===== config.mk =====
export PLATFORM = sky130hd
export DESIGN_NAME = keypad_poller_flat
export DESIGN_NICKNAME = d
export VERILOG_FILES = /design/src/rtl/keypad_poller_if.sv /design/src/rtl/keypad_poller.sv /design/src/flat_wrapper.sv
export SDC_FILE = /design/constraint.sdc
export NUM_CORES = 1
export LEC_CHECK = 0
export ABC_AREA = 1
export CORE_ASPECT_RATIO = 1.2
export CORE_MARGIN = 5
export CORE_UTILIZATION = 56
export CTS_CLUSTER_SIZE = 24
export DETAILED_ROUTE_END_ITERATION = 16
export GPL_TIMING_DRIVEN = 0
export HOLD_SLACK_MARGIN = 0.15
export PLACE_DENSITY = 0.82
export REMOVE_ABC_BUFFERS = 1
export SLEW_MARGIN = 5
export SYNTH_ARGS = -nofsm -noshare
export SYNTH_HDL_FRONTEND = slang
export SYNTH_SLANG_ARGS = --single-unit

===== constraint.sdc =====
create_clock -name clk -period 4.2 [get_ports clk]
set_clock_uncertainty 0.2 [all_clocks]
set_input_delay 0.84 -clock clk [delete_from_list [all_inputs] [get_ports clk]]
set_output_delay 0.84 -clock clk [all_outputs]
set_load 0.01 [all_outputs]

===== src/rtl/keypad_poller_if.sv =====
// keypad_poller_if
//   Bundles the keypad poller's peripheral-side and consumer-side signals.
//   The master modport is the poller. The slave modport is its environment:
//   the peripheral register port plus the CPU-side consumer.
//
//   Peripheral side:
//     keyout        poller <- peripheral  status {15'b0,ready} / data {12'bx,key}
//     statusordata  poller -> peripheral  1 = status word, 0 = data word
//     ack           poller -> peripheral  clears the peripheral ready bit
//   Consumer side:
//     enable        poller <- consumer    allows polling
//     key_data      poller -> consumer    FIFO head, 0 when empty
//     key_valid     poller -> consumer    FIFO non-empty
//     key_pop       poller <- consumer    pop the head
//     count         poller -> consumer    FIFO occupancy
//     overflow      poller -> consumer    sticky key-dropped flag
//     ovf_clr       poller <- consumer    clears overflow
interface keypad_poller_if #(
  parameter int FIFO_DEPTH = 4
);
  localparam int CW = $clog2(FIFO_DEPTH) + 1;

  logic          enable;
  logic [15:0]   keyout;
  logic          statusordata;
  logic          ack;
  logic [3:0]    key_data;
  logic          key_valid;
  logic          key_pop;
  logic [CW-1:0] count;
  logic          overflow;
  logic          ovf_clr;

  modport master (
    input  enable, keyout, key_pop, ovf_clr,
    output statusordata, ack, key_data, key_valid, count, overflow
  );

  modport slave (
    output enable, keyout, key_pop, ovf_clr,
    input  statusordata, ack, key_data, key_valid, count, overflow
  );
endinterface


===== src/rtl/keypad_poller.sv =====
// keypad_poller
//   Polls a keypad peripheral's status word every POLL_DIV idle cycles. When
//   the ready bit is set, it reads the data word, pushes the 4-bit key into a
//   small circular FIFO, and acknowledges the peripheral. The acknowledge is
//   repeated until the peripheral drops ready. If the FIFO is full and the
//   consumer is not popping in the same cycle, the key is dropped and a
//   sticky overflow flag is set.
//
//   Ports:
//     clk   system clock, rising edge
//     rst   asynchronous active-high reset
//     bus   keypad_poller_if.master (peripheral + consumer signals)
//
//   Parameters:
//     POLL_DIV    idle cycles between status polls (>= 1)
//     FIFO_DEPTH  key FIFO entries, power of two, 2..16
module keypad_poller #(
  parameter int POLL_DIV   = 1024,
  parameter int FIFO_DEPTH = 4
) (
  input  logic                   clk,
  input  logic                   rst,
  keypad_poller_if.master        bus
);

  localparam int PW = $clog2(FIFO_DEPTH);
  localparam int CW = PW + 1;
  localparam int TW = (POLL_DIV > 1) ? $clog2(POLL_DIV) : 1;
  localparam logic [TW-1:0] TIMER_LAST = TW'(POLL_DIV - 1);
  localparam logic [CW-1:0] FULL_COUNT = CW'(FIFO_DEPTH);

  typedef enum logic [2:0] {
    S_IDLE,
    S_RD_STAT,
    S_RD_DATA,
    S_ACK,
    S_CHK
  } state_t;

  state_t        state_q, state_d;
  logic [TW-1:0] timer_q, timer_d;
  logic          sod_q, sod_d;
  logic          ack_q, ack_d;
  logic [PW-1:0] rd_ptr_q, rd_ptr_d;
  logic [PW-1:0] wr_ptr_q, wr_ptr_d;
  logic [CW-1:0] count_q, count_d;
  logic          overflow_q, overflow_d;
  logic [3:0]    mem_q [FIFO_DEPTH];

  logic          fifo_full;
  logic          fifo_empty;
  logic          pop_en;
  logic          push_en;
  logic          drop_key;

  // Only the low nibble of the data word and bit 0 of the status word matter.
  logic unused_keyout_hi;
  assign unused_keyout_hi = &{1'b0, bus.keyout[15:4]};

  assign fifo_full  = (count_q == FULL_COUNT);
  assign fifo_empty = (count_q == '0);
  // A pop on an empty FIFO is simply ignored.
  assign pop_en     = bus.key_pop && !fifo_empty;

  // --------------------------------------------------------------------------
  // Poll FSM: next state, poll timer, push/drop decision
  // --------------------------------------------------------------------------
  always_comb begin
    state_d  = state_q;
    timer_d  = timer_q;
    push_en  = 1'b0;
    drop_key = 1'b0;

    unique case (state_q)
      S_IDLE: begin
        // enable only gates leaving IDLE. A transaction already under way
        // always runs to completion.
        if (bus.enable) begin
          if (timer_q == TIMER_LAST) begin
            state_d = S_RD_STAT;
            timer_d = '0;
          end else begin
            timer_d = timer_q + 1'b1;
          end
        end else begin
          timer_d = '0;
        end
      end

      S_RD_STAT: begin
        state_d = bus.keyout[0] ? S_RD_DATA : S_IDLE;
      end

      S_RD_DATA: begin
        // When the FIFO is full, a same-cycle pop frees the slot being
        // written, so the key still fits and count stays unchanged.
        if (!fifo_full || pop_en) begin
          push_en = 1'b1;
        end else begin
          drop_key = 1'b1;
        end
        state_d = S_ACK;
      end

      S_ACK: begin
        state_d = S_CHK;
      end

      S_CHK: begin
        // A still-set ready means the ack was missed: re-acknowledge it
        // without pushing the key a second time.
        state_d = bus.keyout[0] ? S_ACK : S_IDLE;
      end

      default: begin
        state_d = S_IDLE;
      end
    endcase

    // Outputs are Moore-decoded from the next state so that they line up
    // with the state register.
    sod_d = (state_d != S_RD_DATA);
    ack_d = (state_d == S_ACK);
  end

  // --------------------------------------------------------------------------
  // FIFO pointers, occupancy and overflow flag
  // --------------------------------------------------------------------------
  always_comb begin
    rd_ptr_d = rd_ptr_q;
    wr_ptr_d = wr_ptr_q;
    count_d  = count_q;

    if (pop_en) begin
      rd_ptr_d = rd_ptr_q + 1'b1;
    end
    if (push_en) begin
      wr_ptr_d = wr_ptr_q + 1'b1;
    end

    unique case ({push_en, pop_en})
      2'b10:   count_d = count_q + 1'b1;
      2'b01:   count_d = count_q - 1'b1;
      default: count_d = count_q;
    endcase

    // A drop in the same cycle as a clear leaves the flag set.
    if (drop_key) begin
      overflow_d = 1'b1;
    end else if (bus.ovf_clr) begin
      overflow_d = 1'b0;
    end else begin
      overflow_d = overflow_q;
    end
  end

  // --------------------------------------------------------------------------
  // State registers
  // --------------------------------------------------------------------------
  always_ff @(posedge clk or posedge rst) begin
    if (rst) begin
      state_q    <= S_IDLE;
      timer_q    <= '0;
      sod_q      <= 1'b1;
      ack_q      <= 1'b0;
      rd_ptr_q   <= '0;
      wr_ptr_q   <= '0;
      count_q    <= '0;
      overflow_q <= 1'b0;
    end else begin
      state_q    <= state_d;
      timer_q    <= timer_d;
      sod_q      <= sod_d;
      ack_q      <= ack_d;
      rd_ptr_q   <= rd_ptr_d;
      wr_ptr_q   <= wr_ptr_d;
      count_q    <= count_d;
      overflow_q <= overflow_d;
    end
  end

  // Key storage. It has no reset: resetting the pointers and count discards
  // the contents.
  always_ff @(posedge clk) begin
    if (push_en) begin
      mem_q[wr_ptr_q] <= bus.keyout[3:0];
    end
  end

  // --------------------------------------------------------------------------
  // Outputs
  // --------------------------------------------------------------------------
  assign bus.statusordata = sod_q;
  assign bus.ack          = ack_q;
  assign bus.count        = count_q;
  assign bus.key_valid    = !fifo_empty;
  assign bus.key_data     = fifo_empty ? 4'h0 : mem_q[rd_ptr_q];
  assign bus.overflow     = overflow_q;

endmodule


===== src/flat_wrapper.sv =====
// flat-port wrapper written by rule: the top's interface ports become plain ports
module keypad_poller_flat 
#(
  parameter int POLL_DIV   = 1024,
  parameter int FIFO_DEPTH = 4
)
  (clk, rst, bus_enable, bus_keyout, bus_key_pop, bus_ovf_clr, bus_statusordata, bus_ack, bus_key_data, bus_key_valid, bus_count, bus_overflow);
  keypad_poller_if #(.FIFO_DEPTH(FIFO_DEPTH)) bus_i ();
  input  logic clk;
  input  logic rst;
  input wire logic [$bits(bus_i.enable)-1:0] bus_enable;
  input wire logic [$bits(bus_i.keyout)-1:0] bus_keyout;
  input wire logic [$bits(bus_i.key_pop)-1:0] bus_key_pop;
  input wire logic [$bits(bus_i.ovf_clr)-1:0] bus_ovf_clr;
  output wire logic [$bits(bus_i.statusordata)-1:0] bus_statusordata;
  output wire logic [$bits(bus_i.ack)-1:0] bus_ack;
  output wire logic [$bits(bus_i.key_data)-1:0] bus_key_data;
  output wire logic [$bits(bus_i.key_valid)-1:0] bus_key_valid;
  output wire logic [$bits(bus_i.count)-1:0] bus_count;
  output wire logic [$bits(bus_i.overflow)-1:0] bus_overflow;
  assign bus_i.enable = bus_enable;
  assign bus_i.keyout = bus_keyout;
  assign bus_i.key_pop = bus_key_pop;
  assign bus_i.ovf_clr = bus_ovf_clr;
  assign bus_statusordata = bus_i.statusordata;
  assign bus_ack = bus_i.ack;
  assign bus_key_data = bus_i.key_data;
  assign bus_key_valid = bus_i.key_valid;
  assign bus_count = bus_i.count;
  assign bus_overflow = bus_i.overflow;
  keypad_poller #(.POLL_DIV(POLL_DIV), .FIFO_DEPTH(FIFO_DEPTH)) u_core (.clk(clk), .rst(rst), .bus(bus_i));
endmodule

==> impl_metrics.json, run 1 <==
{
  "final-instance-count-excl-fill": 253,
  "p_leak_nw": 0.937,
  "grt_overflow": 0,
  "critPathRequiredTime_ps": 3160,
  "io_pins": 32,
  "rsz0062_at_grt": "no",
  "die_x_um": 62.1,
  "row_count": 22,
  "synth_cells": 191,
  "finalCritPeriodShare_pct": 71.5,
  "clock_latency_ps": 340,
  "avgSynthCellArea_um2": 9.56,
  "grt_max_degree": 24,
  "chipHeight_um": 72.6,
  "whs_ps": 317,
  "dpl_worst_slack_ps": 1180,
  "critPathKind": "reg2out",
  "layout_setup_ws_ps": 1200,
  "cp_data_arrival_time_ps": 1960,
  "wl_per_cell_um": 13.8,
  "finalMaxSlewViolations": 0,
  "tightest_slew_ps": 862,
  "rrSetupSlack_ps": 1960,
  "cts_root_buf": "clkbuf_4",
  "gp_congestion": 0.913,
  "cts_setup_buffers": 0,
  "cts_tree": "yes",
  "synth_cell_types": 24,
  "firstDrtPassIters": 4,
  "layout-drive-gt1-share_pct": 8.29,
  "dp.cells": 245,
  "routed_via_density": 5.28,
  "grt.total_usage_pct": 17.0,
  "routed_wl_um": 3490,
  "grt_pass1_vias": 1360,
  "area_growth_pct": 18.2,
  "synth_seq_cells": 39,
  "final_nets": 244,
  "h-tree-depth": 2,
  "syn_area_mm2": 0.00183,
  "pwr_density_cell_mw_per_mm2": 659,
  "hold_viol": 0,
  "fin_tns_setup_ps": 0,
  "max-cap-violations": 0,
  "cts_num_sinks": 39,
  "antenna_found_initial": 0,
  "drtAntennaViolNets": 0,
  "fmax_ghz": 0.333,
  "coreArea_mm2": 0.00311,
  "clkTransAtPathRegs_ps": 110,
  "port_buffers": 19,
  "status": "completed",
  "fillers": 246,
  "slew_headroom_pct": 42.5,
  "initial_core_util_pct": 58.7,
  "dieArea_mm2": 0.00451,
  "yosysSeqAreaShare_pct": 57.9,
  "ctsResizeCount": 0,
  "crit_fanout": 10,
  "numCtsBuffers": 5,
  "end_kind": "output port",
  "peakVddDrop_mv": 0.502,
  "synth_warnings": 0,
  "grt_pass1_wl_um": 5980,
  "fin_crit_ps": 3000,
  "setup_viol": 0,
  "vias": 1335,
  "drc": 0,
  "place_hpwl_um": 2700,
  "hold_buffers": 0,
  "cp-start-kind": "register",
  "detail_route.iter0.violations": 34,
  "hold_path.class": "reg2reg",
  "insertedDiodeCount": 0,
  "cts_buffer_depth": 2
}
==> cell usage in the layout, fill, tap and decap left out <==
master,instances
nand2_1,24
nand4_1,2
dfrtp_1,22
edfxtp_1,16
a31o_2,1
bufinv_16,2
a21oi_1,8
nand3b_1,1
nand2_2,2
clkbuf_4,5
dfstp_2,1
fa_1,1
inv_2,2
clkdlybuf4s50_1,19
o21ai_0,16
xnor2_1,2
nand2_4,1
nand3_1,7
inv_1,27
nor3_1,2
clkbuf_1,1
o22ai_1,1
nor2_4,3
ha_1,6
nor2_1,40
nor3_2,1
xor2_1,4
==> per-layer routing <==
metal  up-vias  global-route usage, %  share of wire (%)
met4         0                   8.19                2.9
met2        31                   32.0                 55
li1        661                      -                  -
met1       632                   16.5                 38
met3        11                   5.42                4.3
met5         -                      0                  0
==> area by class of cell <==
type | count | area (µm²) | area share, %
Clock buffer | 6 | 41.3 | 1.91
Multi-Input combinational cell | 122 | 656 | 30.4
Tap cell | 36 | 45.0 | 2.09
Clock inverter | 2 | 60.1 | 2.78
Sequential cell | 39 | 1060 | 49.0
Timing Repair Buffer | 19 | 190 | 8.81
Inverter | 29 | 109 | 5.04
==> critical path: stages, from the launching register on <==
cell             delay, ps
dfrtp_1                510
inv_1                  250
o21ai_0                140
a21oi_1                160
clkdlybuf4s50_1        550
==> logic make-up after synthesis <==
| group | after synthesis | synth area share (%) |
|---|---|---|
| compound gates | 26 | 7.40 |
| xor+xnor | 6 | 2.88 |
| fa+ha+maj | 7 | 5.21 |
| buf+inv | 30 | 6.23 |
| flops | 39 | 57.9 |
| simple gates | 83 | 20.4 |
==> power breakdown <==
part | internal [W] | switching, W
clock network | 0.000186 | 0.000116
registers | 0.000490 | 0.0000793
logic | 0.000240 | 0.000310
total | 0.000916 | 0.000506
==> worst paths after layout <==
check | from | to | cells past startpoint
max | u_core.rd_ptr_q[0] | bus_key_data[0] | 4
min | u_core.state_q[2] | u_core.state_q[2] | 1
max reg2reg | u_core.bus.count[0] | u_core.bus.count[2] | 9
min reg2reg | u_core.state_q[2] | u_core.state_q[2] | 1
max in group asynchronous | rst | u_core.state_q[1] | 2
min in group asynchronous | rst | u_core.rd_ptr_q[0] | 2
==> metrics by stage <==
stage	util [%]	total power [W]	cell area [µm²]
after CTS	69.4	0.00144	2160
after detailed placement	66.1	0.00113	2060
after global routing	69.4	0.00153	2160
final	69.4	0.00142	2160
after floorplan	-	0.000905	1820
after global placement	66.1	0.00109	2060
==> state kept, by name, indices dropped and copies added (netlist names) <==
signal / cells
u_core.mem_q: 16
u_core.timer_q: 10
u_core.bus.count: 3
u_core.state_q: 3
u_core.rd_ptr_q: 2
u_core.wr_ptr_q: 2
u_core.bus.ack: 1
u_core.bus.overflow: 1
u_core.bus.statusordata: 1
==> cells in the mapped netlist <==
master,n,area share [%]
nand2_1,24,4.9
dfstp_2,1,1.4
xnor2_1,2,0.96
ha_1,6,4.1
edfxtp_1,16,26
a21oi_1,8,2.2
nand3b_1,1,0.41
fa_1,1,1.1
inv_2,2,0.41
nor3_1,2,0.55
o22ai_1,1,0.34
nand2_4,1,0.62
nor2_1,40,8.2
inv_1,27,5.5
o21ai_0,16,4.4
a31o_2,1,0.48
buf_2,1,0.27
xor2_1,4,1.9
nand2_2,2,0.68
nor3_2,1,0.55
nor2_4,3,1.8
nand3_1,7,1.9
dfrtp_1,22,30
nand4_1,2,0.68
Power figures use the tool's default switching activity.
==> run 2: changes to the inputs <==
--- a/config.mk
+++ b/config.mk
@@ -8,12 +8,12 @@
 export ABC_AREA = 1
 export CORE_ASPECT_RATIO = 1.2
 export CORE_MARGIN = 5
-export CORE_UTILIZATION = 56
+export CORE_UTILIZATION = 52
 export CTS_CLUSTER_SIZE = 24
 export DETAILED_ROUTE_END_ITERATION = 16
 export GPL_TIMING_DRIVEN = 0
 export HOLD_SLACK_MARGIN = 0.15
-export PLACE_DENSITY = 0.82
+export PLACE_DENSITY = 0.77
 export REMOVE_ABC_BUFFERS = 1
 export SLEW_MARGIN = 5
 export SYNTH_ARGS = -nofsm -noshare
==> constraint.sdc (replaced) <==
create_clock -name clk -period 2.9 [get_ports clk]
set_clock_uncertainty 0.2 [all_clocks]
set_input_delay 0.58 -clock clk [delete_from_list [all_inputs] [get_ports clk]]
set_output_delay 0.58 -clock clk [all_outputs]
set_load 0.01 [all_outputs]
==> run 2 against run 1 <==
Count of clock-buffer cells in the layout decreased by 1. Combinational power up 42%. Largest cell class unchanged. Utilization shrank 4.9 points. Highest routed layer unchanged. Sequential share of layout area down 0.28 points. Total power up 44%. Final area up 0.58%.
==> impl_metrics.json, run 2 (synthesized netlist as in run 1, its figures left out) <==
{
  "status": "completed",
  "top_register": "u_core.mem_q",
  "switchingPower_w": 0.000738,
  "pwr_density_cell_mw_per_mm2": 945,
  "end_kind": "output port",
  "switching_share_pct": 36.0,
  "hold_viol": 0,
  "mostFrequentLayoutCell": "nor2_1",
  "routed_wl_um": 3260,
  "largest_reg_flops": 16,
  "wl_per_cell_um": 12.8,
  "clkTransAtPathRegs_ps": 80,
  "fillers": 279,
  "setup_viol": 0,
  "p_leak_nw": 0.943,
  "cp_data_arrival_time_ps": 1860,
  "coreArea_mm2": 0.00337,
  "row_count": 23,
  "critPathRequiredTime_ps": 2120,
  "max-cap-violations": 0,
  "tightest_slew_ps": 908,
  "cts_setup_buffers": 0,
  "crit_fanout": 10,
  "hold_path.class": "reg2reg",
  "cts_num_sinks": 39,
  "place_hpwl_um": 2380,
  "port_buffers": 19,
  "dieArea_mm2": 0.00480,
  "peakVddDrop_mv": 0.750,
  "cts_root_buf": "clkbuf_8",
  "finalCritPeriodShare_pct": 90.9,
  "grt_overflow": 0,
  "fin_tns_setup_ps": 0,
  "p_int_w": 0.00131,
  "clock_latency_ps": 290,
  "grt_pass1_wl_um": 5710,
  "grt_pass1_vias": 1331,
  "final_nets": 244,
  "top_regs": "u_core.mem_q: 16 flops, u_core.timer_q: 10 flops",
  "cts_tree": "yes",
  "routed_via_density": 5.04,
  "detail_route.iter0.violations": 48,
  "rsz0062_at_grt": "no",
  "ctsResizeCount": 0,
  "io_pins": 32,
  "layout_common_cells": "nor2_1 (40), inv_1 (27), nand2_1 (24)",
  "cp-start-kind": "register",
  "pwr-share-comb_pct": 38.2,
  "clkPwrFrac_pct": 22.0,
  "insertedDiodeCount": 0,
  "cts_buffer_depth": 2,
  "numCtsBuffers": 5,
  "layout-drive-gt1-share_pct": 8.76,
  "critPathKind": "reg2out",
  "area_growth_pct": 18.8,
  "initial_core_util_pct": 54.3,
  "fmax_ghz": 0.379,
  "antenna_found_initial": 0,
  "firstDrtPassIters": 4,
  "hold_buffers": 0,
  "chipHeight_um": 74.9,
  "drc": 0,
  "fin_crit_ps": 2640,
  "grt.total_usage_pct": 15.6,
  "slew_headroom_pct": 39.4,
  "grt_max_degree": 24,
  "layout_setup_ws_ps": 265,
  "die_x_um": 64.1,
  "finalMaxSlewViolations": 0,
  "vias": 1281,
  "dpl_worst_slack_ps": 111,
  "h-tree-depth": 2,
  "seqPwrFrac_pct": 39.9,
  "gp_congestion": 0.806,
  "whs_ps": 322,
  "drtAntennaViolNets": 0
}
[run 2: cell types whose count changed in the layout (fill, tap and decap cells not counted)]
| cell | previous run | this run |
|---|---|---|
| clkbuf_4 | 5 | 0 |
| clkinv_4 | 0 | 1 |
| bufinv_16 | 2 | 1 |
| clkbuf_8 | 0 | 5 |
| clkinv_2 | 0 | 1 |
| clkbuf_1 | 1 | 0 |
[run 2: final cells by class]
cell class | instances | area [µm²] | area share (%)
timing repair buffer | 19 | 190 | 8.76
clock inverter | 3 | 43.8 | 2.02
multi-input combinational | 122 | 656 | 30.2
sequential | 39 | 1060 | 48.7
clock buffer | 5 | 68.8 | 3.17
tap | 37 | 46.3 | 2.13
inverter | 29 | 109 | 5.01
[run 2: worst paths after layout]
check	slack [ps]	cells after the start	startpoint	endpoint
worst max-delay path	260	4	u_core.rd_ptr_q[0]	bus_key_data[3]
worst min-delay path	320	1	u_core.state_q[2]	u_core.state_q[2]
worst max register to register	670	9	u_core.bus.count[0]	u_core.bus.count[2]
worst min register to register	320	1	u_core.state_q[2]	u_core.state_q[2]
max in group asynchronous	1360	2	rst	u_core.wr_ptr_q[1]
min in group asynchronous	580	2	rst	u_core.timer_q[5]
[run 2: stage by stage]
stage	instance area, µm²	cells	total power, W	utilization (%)
2_1_floorplan	1820	190	0.00131	-
3_3_place_gp	2060	246	0.00159	61.1
3_5_place_dp	2060	246	0.00161	61.1
4_1_cts	2170	254	0.00208	64.5
5_1_grt	2170	254	0.00222	64.5
6_report	2170	254	0.00205	64.5
[run 2: metal layers]
metal	global-route usage (%)	share of wire [%]	wire (µm)	vias to the layer above
met1	16.7	42	1370	581
li1	-	-	-	663
met5	0	0	0	-
met3	4.33	4.4	145	10
met4	8.60	2.3	76	0
met2	27.8	51	1670	27
[run 2: power by group through the flow]
| stage | Sequential (W) | Combinational [W] | Clock (W) |
|---|---|---|---|
| CTS | 0.000818 | 0.000797 | 0.000463 |
| global route | 0.000835 | 0.000898 | 0.000486 |
| global placement | 0.000824 | 0.000766 | 0 |
| finish | 0.000818 | 0.000783 | 0.000450 |
| detailed placement | 0.000830 | 0.000785 | 0 |
| floorplan | 0.000822 | 0.000489 | 0 |
[run 2: worst max-delay path, cell delays in order, from the launching register on]
cell             delay, ps
dfrtp_1                500
inv_1                  240
o21ai_0                140
a21oi_1                150
clkdlybuf4s50_1        550
==> run 3: changes to the inputs <==
--- a/config.mk
+++ b/config.mk
@@ -19,3 +19,4 @@
 export SYNTH_ARGS = -nofsm -noshare
 export SYNTH_HDL_FRONTEND = slang
 export SYNTH_SLANG_ARGS = --single-unit
+export TNS_END_PERCENT = 100
==> results of run 3 <==
Same layout as run 2: the final DEF is identical, and so are final timing and power.
